[src/rtl/aixh_mxc_upper_ptile_cell_drain.sv]
// Drain of one MxConv upper p-tile cell: snapshots the NUM_PE signed
// accumulators, requantizes each one (arithmetic right shift with signed
// saturation to OUT_BITS) and streams the words out over valid/ready.
// Optional build macro: AIXH_MXC_DRAIN_ROUND_EN enables round-half-up before
// the shift. Without it the shift truncates toward -inf.
module aixh_mxc_upper_ptile_cell_drain #(
  parameter int NUM_PE     = 8,
  parameter int ACCUM_BITS = 48,
  parameter int OUT_BITS   = 32,
  parameter int IDX_BITS   = $clog2(NUM_PE)
) (
  input  logic                           aixh_core_clk2x,
  input  logic                           aixh_core_rst2x,
  input  logic                           drain_start,
  input  logic [4:0]                     drain_rshift,
  input  logic [NUM_PE*ACCUM_BITS-1:0]   izdata,
  output logic                           drain_busy,
  output logic                           drain_done,
  output logic                           o_valid,
  input  logic                           o_ready,
  output logic [OUT_BITS-1:0]            o_data,
  output logic [IDX_BITS-1:0]            o_idx,
  output logic                           o_last
);

  localparam logic [IDX_BITS-1:0] LAST_IDX = IDX_BITS'(NUM_PE - 1);
`ifdef AIXH_MXC_DRAIN_ROUND_EN
  localparam int RW = ACCUM_BITS + 1;  // one guard bit so the rounding add cannot overflow
`else
  localparam int RW = ACCUM_BITS;
`endif

  typedef enum logic [1:0] {IDLE, LOAD, SEND} state_t;

  state_t                        state, state_nxt;
  logic [IDX_BITS-1:0]           idx, idx_nxt;
  logic [4:0]                    rshift_p0;
  logic signed [ACCUM_BITS-1:0]  snap_p0 [NUM_PE];
  logic                          accept, load_word, busy_nxt, done_nxt, valid_nxt;

  // Shift right with optional round-half-up, result kept at full width.
  function automatic logic signed [RW-1:0] round_shift(
    input logic signed [ACCUM_BITS-1:0] v,
    input logic [4:0]                   sh
  );
    logic signed [RW-1:0] r;
`ifdef AIXH_MXC_DRAIN_ROUND_EN
    logic [RW-1:0] rnd;
    rnd = (sh == 5'd0) ? '0 : ({{(RW-1){1'b0}}, 1'b1} << (sh - 5'd1));
    r   = $signed({v[ACCUM_BITS-1], v}) + $signed(rnd);
`else
    r   = v;
`endif
    return r >>> sh;
  endfunction

  // Clamp a full-width signed value into the OUT_BITS signed range.
  function automatic logic [OUT_BITS-1:0] saturate(input logic signed [RW-1:0] s);
    if (!s[RW-1] && (|s[RW-2:OUT_BITS-1]))
      return {1'b0, {(OUT_BITS-1){1'b1}}};
    else if (s[RW-1] && !(&s[RW-2:OUT_BITS-1]))
      return {1'b1, {(OUT_BITS-1){1'b0}}};
    else
      return s[OUT_BITS-1:0];
  endfunction

  // Next-state and control decode; a handshake on a non-last word loads the
  // following word in the same cycle so streaming runs at one word per clock.
  always_comb begin
    state_nxt = state;
    idx_nxt   = idx;
    accept    = 1'b0;
    load_word = 1'b0;
    busy_nxt  = drain_busy;
    done_nxt  = 1'b0;
    valid_nxt = o_valid;
    case (state)
      IDLE: begin
        if (drain_start) begin
          accept    = 1'b1;
          idx_nxt   = '0;
          busy_nxt  = 1'b1;
          state_nxt = LOAD;
        end
      end
      LOAD: begin
        load_word = 1'b1;
        valid_nxt = 1'b1;
        state_nxt = SEND;
      end
      SEND: begin
        if (o_valid && o_ready) begin
          if (o_last) begin
            valid_nxt = 1'b0;
            busy_nxt  = 1'b0;
            done_nxt  = 1'b1;
            state_nxt = IDLE;
          end else begin
            idx_nxt   = idx + 1'b1;
            load_word = 1'b1;
          end
        end
      end
      default: state_nxt = IDLE;
    endcase
  end

  // Control and output registers.
  always_ff @(posedge aixh_core_clk2x) begin
    if (aixh_core_rst2x) begin
      state      <= IDLE;
      idx        <= '0;
      drain_busy <= 1'b0;
      drain_done <= 1'b0;
      o_valid    <= 1'b0;
      o_data     <= '0;
      o_idx      <= '0;
      o_last     <= 1'b0;
    end else begin
      state      <= state_nxt;
      idx        <= idx_nxt;
      drain_busy <= busy_nxt;
      drain_done <= done_nxt;
      o_valid    <= valid_nxt;
      if (load_word) begin
        o_data <= saturate(round_shift(snap_p0[idx_nxt], rshift_p0));
        o_idx  <= idx_nxt;
        o_last <= (idx_nxt == LAST_IDX);
      end
    end
  end

  // ---- stage p0: accumulator snapshot, taken only in the accept cycle ----
  always_ff @(posedge aixh_core_clk2x) begin
    if (accept) begin
      rshift_p0 <= drain_rshift;
      for (int k = 0; k < NUM_PE; k++)
        snap_p0[k] <= izdata[k*ACCUM_BITS +: ACCUM_BITS];
    end
  end

endmodule

[config.mk]
export PLATFORM = sky130hd
export DESIGN_NAME = aixh_mxc_upper_ptile_cell_drain
export DESIGN_NICKNAME = d
export VERILOG_FILES = /design/src/rtl/aixh_mxc_upper_ptile_cell_drain.sv
export SDC_FILE = /design/constraint.sdc
export NUM_CORES = 1
export LEC_CHECK = 0
export CORE_MARGIN = 4
export CORE_UTILIZATION = 35
export DETAILED_ROUTE_END_ITERATION = 6
export SYNTH_ARGS = -nofsm -noshare
export SYNTH_HDL_FRONTEND = slang
export SYNTH_SLANG_ARGS = --single-unit
[constraint.sdc]
create_clock -name aixh_core_clk2x -period 11.65 [get_ports aixh_core_clk2x]
set_clock_uncertainty 0.05 [all_clocks]
set_input_delay 1.165 -clock aixh_core_clk2x [delete_from_list [all_inputs] [get_ports aixh_core_clk2x]]
set_output_delay 1.165 -clock aixh_core_clk2x [all_outputs]
set_load 0.01 [all_outputs]
==> results.py <==
metrics = {
    "yosys": {
        "synth_ff_type": "edfxtp_1",
        "ys_ff_latch": 433,
        "synth_area_leaders": "edfxtp_1 (56%), dfxtp_1 (4.2%), nand2_1 (3.8%), a211oi_1 (3.4%), mux2i_1 (3.2%)",
        "async_reset_ff_share_pct": 0,
        "syn_area_mm2": 0.0210,
        "synthesis.nets": 2126,
        "yosysMostFrequentCell": "edfxtp_1",
        "synth_top_cells_by_count": "edfxtp_1 (389), nand2_1 (213), nor2_1 (122)",
        "synth_top_area_cell": "edfxtp_1",
        "syn_inst": 1729,
        "post_synth.cell_area_avg_um2": 12.1,
        "ys_warn_count": 0,
        "synth_top_area_share_pct": 55.7,
        "ys_types": 95,
        "synth-seq-area-share_pct": 59.9,
        "synth-edff-count": 389,
    },
    "power_and_ir_drop": {
        "pwr-share-seq_pct": 45.4,
        "ir_worst_vdd_v": 0.0000955,
        "powerDensity_mw_per_mm2": 155,
        "pwr-share-clk_pct": 37.2,
        "p_sw_share_pct": 26.1,
        "p_leak_nw": 9.57,
        "pwr-share-comb_pct": 17.3,
        "internal_power_mw": 3.15,
        "switchingPower_mw": 1.11,
    },
    "worst_hold_path": {
        "min_from": "o_data[31]$_SDFFE_PP0P_",
        "min_path_type": "reg -> reg",
    },
    "global_routing": {
        "overflow": 0,
        "gr-usage-met2_pct": 37.4,
        "grt_pass1_vias": 16600,
        "grt_util_met3_pct": 3.94,
        "antenna_found_initial": 4,
        "grt_use_met1_pct": 30.7,
        "grt_max_degree": 175,
        "gr-usage-all-layers_pct": 22.5,
        "grt_pass1_wl_mm": 108,
        "top_usage_layer": "met2",
    },
    "timing": {
        "worstMarginPinSlew_ps": 1170,
        "slew_headroom_pct": 21.9,
        "fin_crit_ps": 7360,
        "hold_viol": 0,
        "period_share_pct": 63.2,
        "setup_viol": 0,
        "slew_violations": 0,
        "rsz0062_at_grt": "no",
        "fmax_mhz": 136,
        "fin_setup_tns_ps": 0,
    },
    "setup_path": {
        "endpoint_kind": "register",
        "critPathLaunchType": "input port",
        "crit_path_start": "o_ready",
        "r2r_setup_slack_ps": 4680,
        "cp.required_ps": 12080,
        "timing.rr.start": "state[0]$_SDFFE_PP0P_",
        "critical_path_class": "in -> reg",
        "arrival_ps": 7790,
        "cp_max_fo": 95,
    },
    "clock_tree": {
        "root_buffer": "clkbuf_16",
        "numCtsBuffers": 48,
        "worstSkewPairLatency_ps": 590,
        "postCtsSetupRepairBufs": 0,
        "cts_tree": "done",
        "htreeDepth": 2,
        "clockBufferDepth": 3,
        "clk_pin_slew_ps": 60,
        "ctsHoldBuffers": 0,
        "postCtsResizedCells": 0,
        "clock_sinks": 433,
    },
    "die": {
        "core.rowCount": 89,
        "core_mm2": 0.0591,
        "die-area_mm2": 0.0639,
        "start_util_pct": 35.5,
        "pin_count": 432,
        "die_w_um": 253,
        "die_height_um": 253,
    },
    "placed_design": {
        "io_buffers": 431,
        "gp_congestion": 0.946,
        "place_hpwl_mm": 53.8,
        "dp.cells": 2814,
    },
    "routing": {
        "drc_errors": 0,
        "detail_route.wl_per_cell_um": 25.8,
        "vias": 16500,
        "firstDrtPassIters": 6,
        "via_per_inst": 5.68,
        "drt_iter0_drc": 1769,
        "wl_mm": 74.8,
        "final_antenna_net_count": 0,
    },
    "status": {
        "status": "complete, no violations",
    },
    "final_layout": {
        "final-seq-area_mm2": 0.0126,
        "fillCellCount": 5281,
        "layout.cells.non_filler": 2904,
        "multi_input_area_mm2": 0.00773,
        "drive_above_1_share_pct": 9.82,
        "nets": 2488,
        "area_delta_synth_final_pct": 30.9,
    },
    "flow_run": {
        "cap_viol_max_count": 0,
    },
}
per-stage QoR:
step                      instance area, µm²  power, mW  worst slack (ps)  util, %  hold slack [ps]
after floorplan                        21000       2.39               945        -              426
after global placement                 25800       2.70              3980     43.6              399
after detailed placement               25800       2.70              3830     43.6              415
after CTS                              27500       4.30              4430     46.4              424
after global routing                   27500       4.43              3960     46.4              474
final                                  27500       4.27              4290     46.4              421
area by class of cell:
class	instances	area share (%)
tap	773	3.52
timing repair buffer	452	16.3
multi-input combinational	1142	28.2
inverter	14	0.191
antenna	2	0.0182
clock buffer	60	4.63
clock inverter	28	1.41
sequential	433	45.8
power groups by stage:
stage | logic [mW] | clock network, mW | registers [mW]
3_3_place_gp | 0.738 | 0 | 1.97
3_5_place_dp | 0.737 | 0 | 1.96
5_1_grt | 0.794 | 1.69 | 1.95
6_report | 0.739 | 1.59 | 1.94
4_1_cts | 0.740 | 1.62 | 1.94
2_1_floorplan | 0.385 | 0 | 2.00
state kept, by name (all words and copies together) (netlist names):
name,flops
drain_done,1
rshift_p0,5
o_data,32
snap_p0,384
idx,3
drain_busy,1
state,2
o_last,1
o_idx,3
o_valid,1
cells in the final DEF, fill, tap and decap left out, drive strengths merged, types with 13 or more instances in the layout:
| cell type | n |
|---|---|
| o31ai | 20 |
| nand3 | 36 |
| a31o | 41 |
| clkbuf | 60 |
| mux2 | 14 |
| edfxtp | 389 |
| mux2i | 70 |
| o211ai | 14 |
| a211o | 28 |
| nor2 | 130 |
| buf | 22 |
| dfxtp | 44 |
| nand2 | 216 |
| a21oi | 47 |
| a311oi | 18 |
| o21ai | 60 |
| a21o | 13 |
| a211oi | 95 |
| nor3 | 57 |
| mux4 | 23 |
| clkinv | 14 |
| clkdlybuf4s50 | 430 |
| and3 | 75 |
| inv | 17 |
worst paths after layout:
path                                           endpoint  cells past startpoint
worst max register to register   o_data[9]$_SDFFE_PP0P_                     16
worst max-delay path             o_data[9]$_SDFFE_PP0P_                     15
worst min-delay path            o_data[31]$_SDFFE_PP0P_                      2
worst min register to register  o_data[31]$_SDFFE_PP0P_                      2
metal layers:
metal	part of all wire, %	vias to the layer above
met5	0.045	-
met4	2.6	4
met3	7.1	114
met2	48	726
met1	42	8126
li1	-	7519
worst max-delay path, stage by stage:
cell             delay, ps
clkdlybuf4s50_1        540
nand4b_1               320
nand2_4                520
nand2_8                740
buf_4                  820
o211ai_1               160
a32o_1                 330
nor2_2                 510
a21oi_1                 90
a2111oi_1              640
o211ai_1               200
nor3_2                 180
a41oi_2                530
and2_1                 530
o41ai_2                340
cell families (layout without fill, tap and decap cells):
family          after synthesis  after routing  synth area share (%)
fa+ha+maj                     4              4                 0.239
xor+xnor                      1              1                0.0418
buf+inv                     154            554                  3.40
mux                         107            107                  6.66
other cells                   0              2                     0
simple gates                566            566                  12.8
compound gates              464            464                  17.0
flops                       433            433                  59.9
Power figures use the tool's default switching activity.
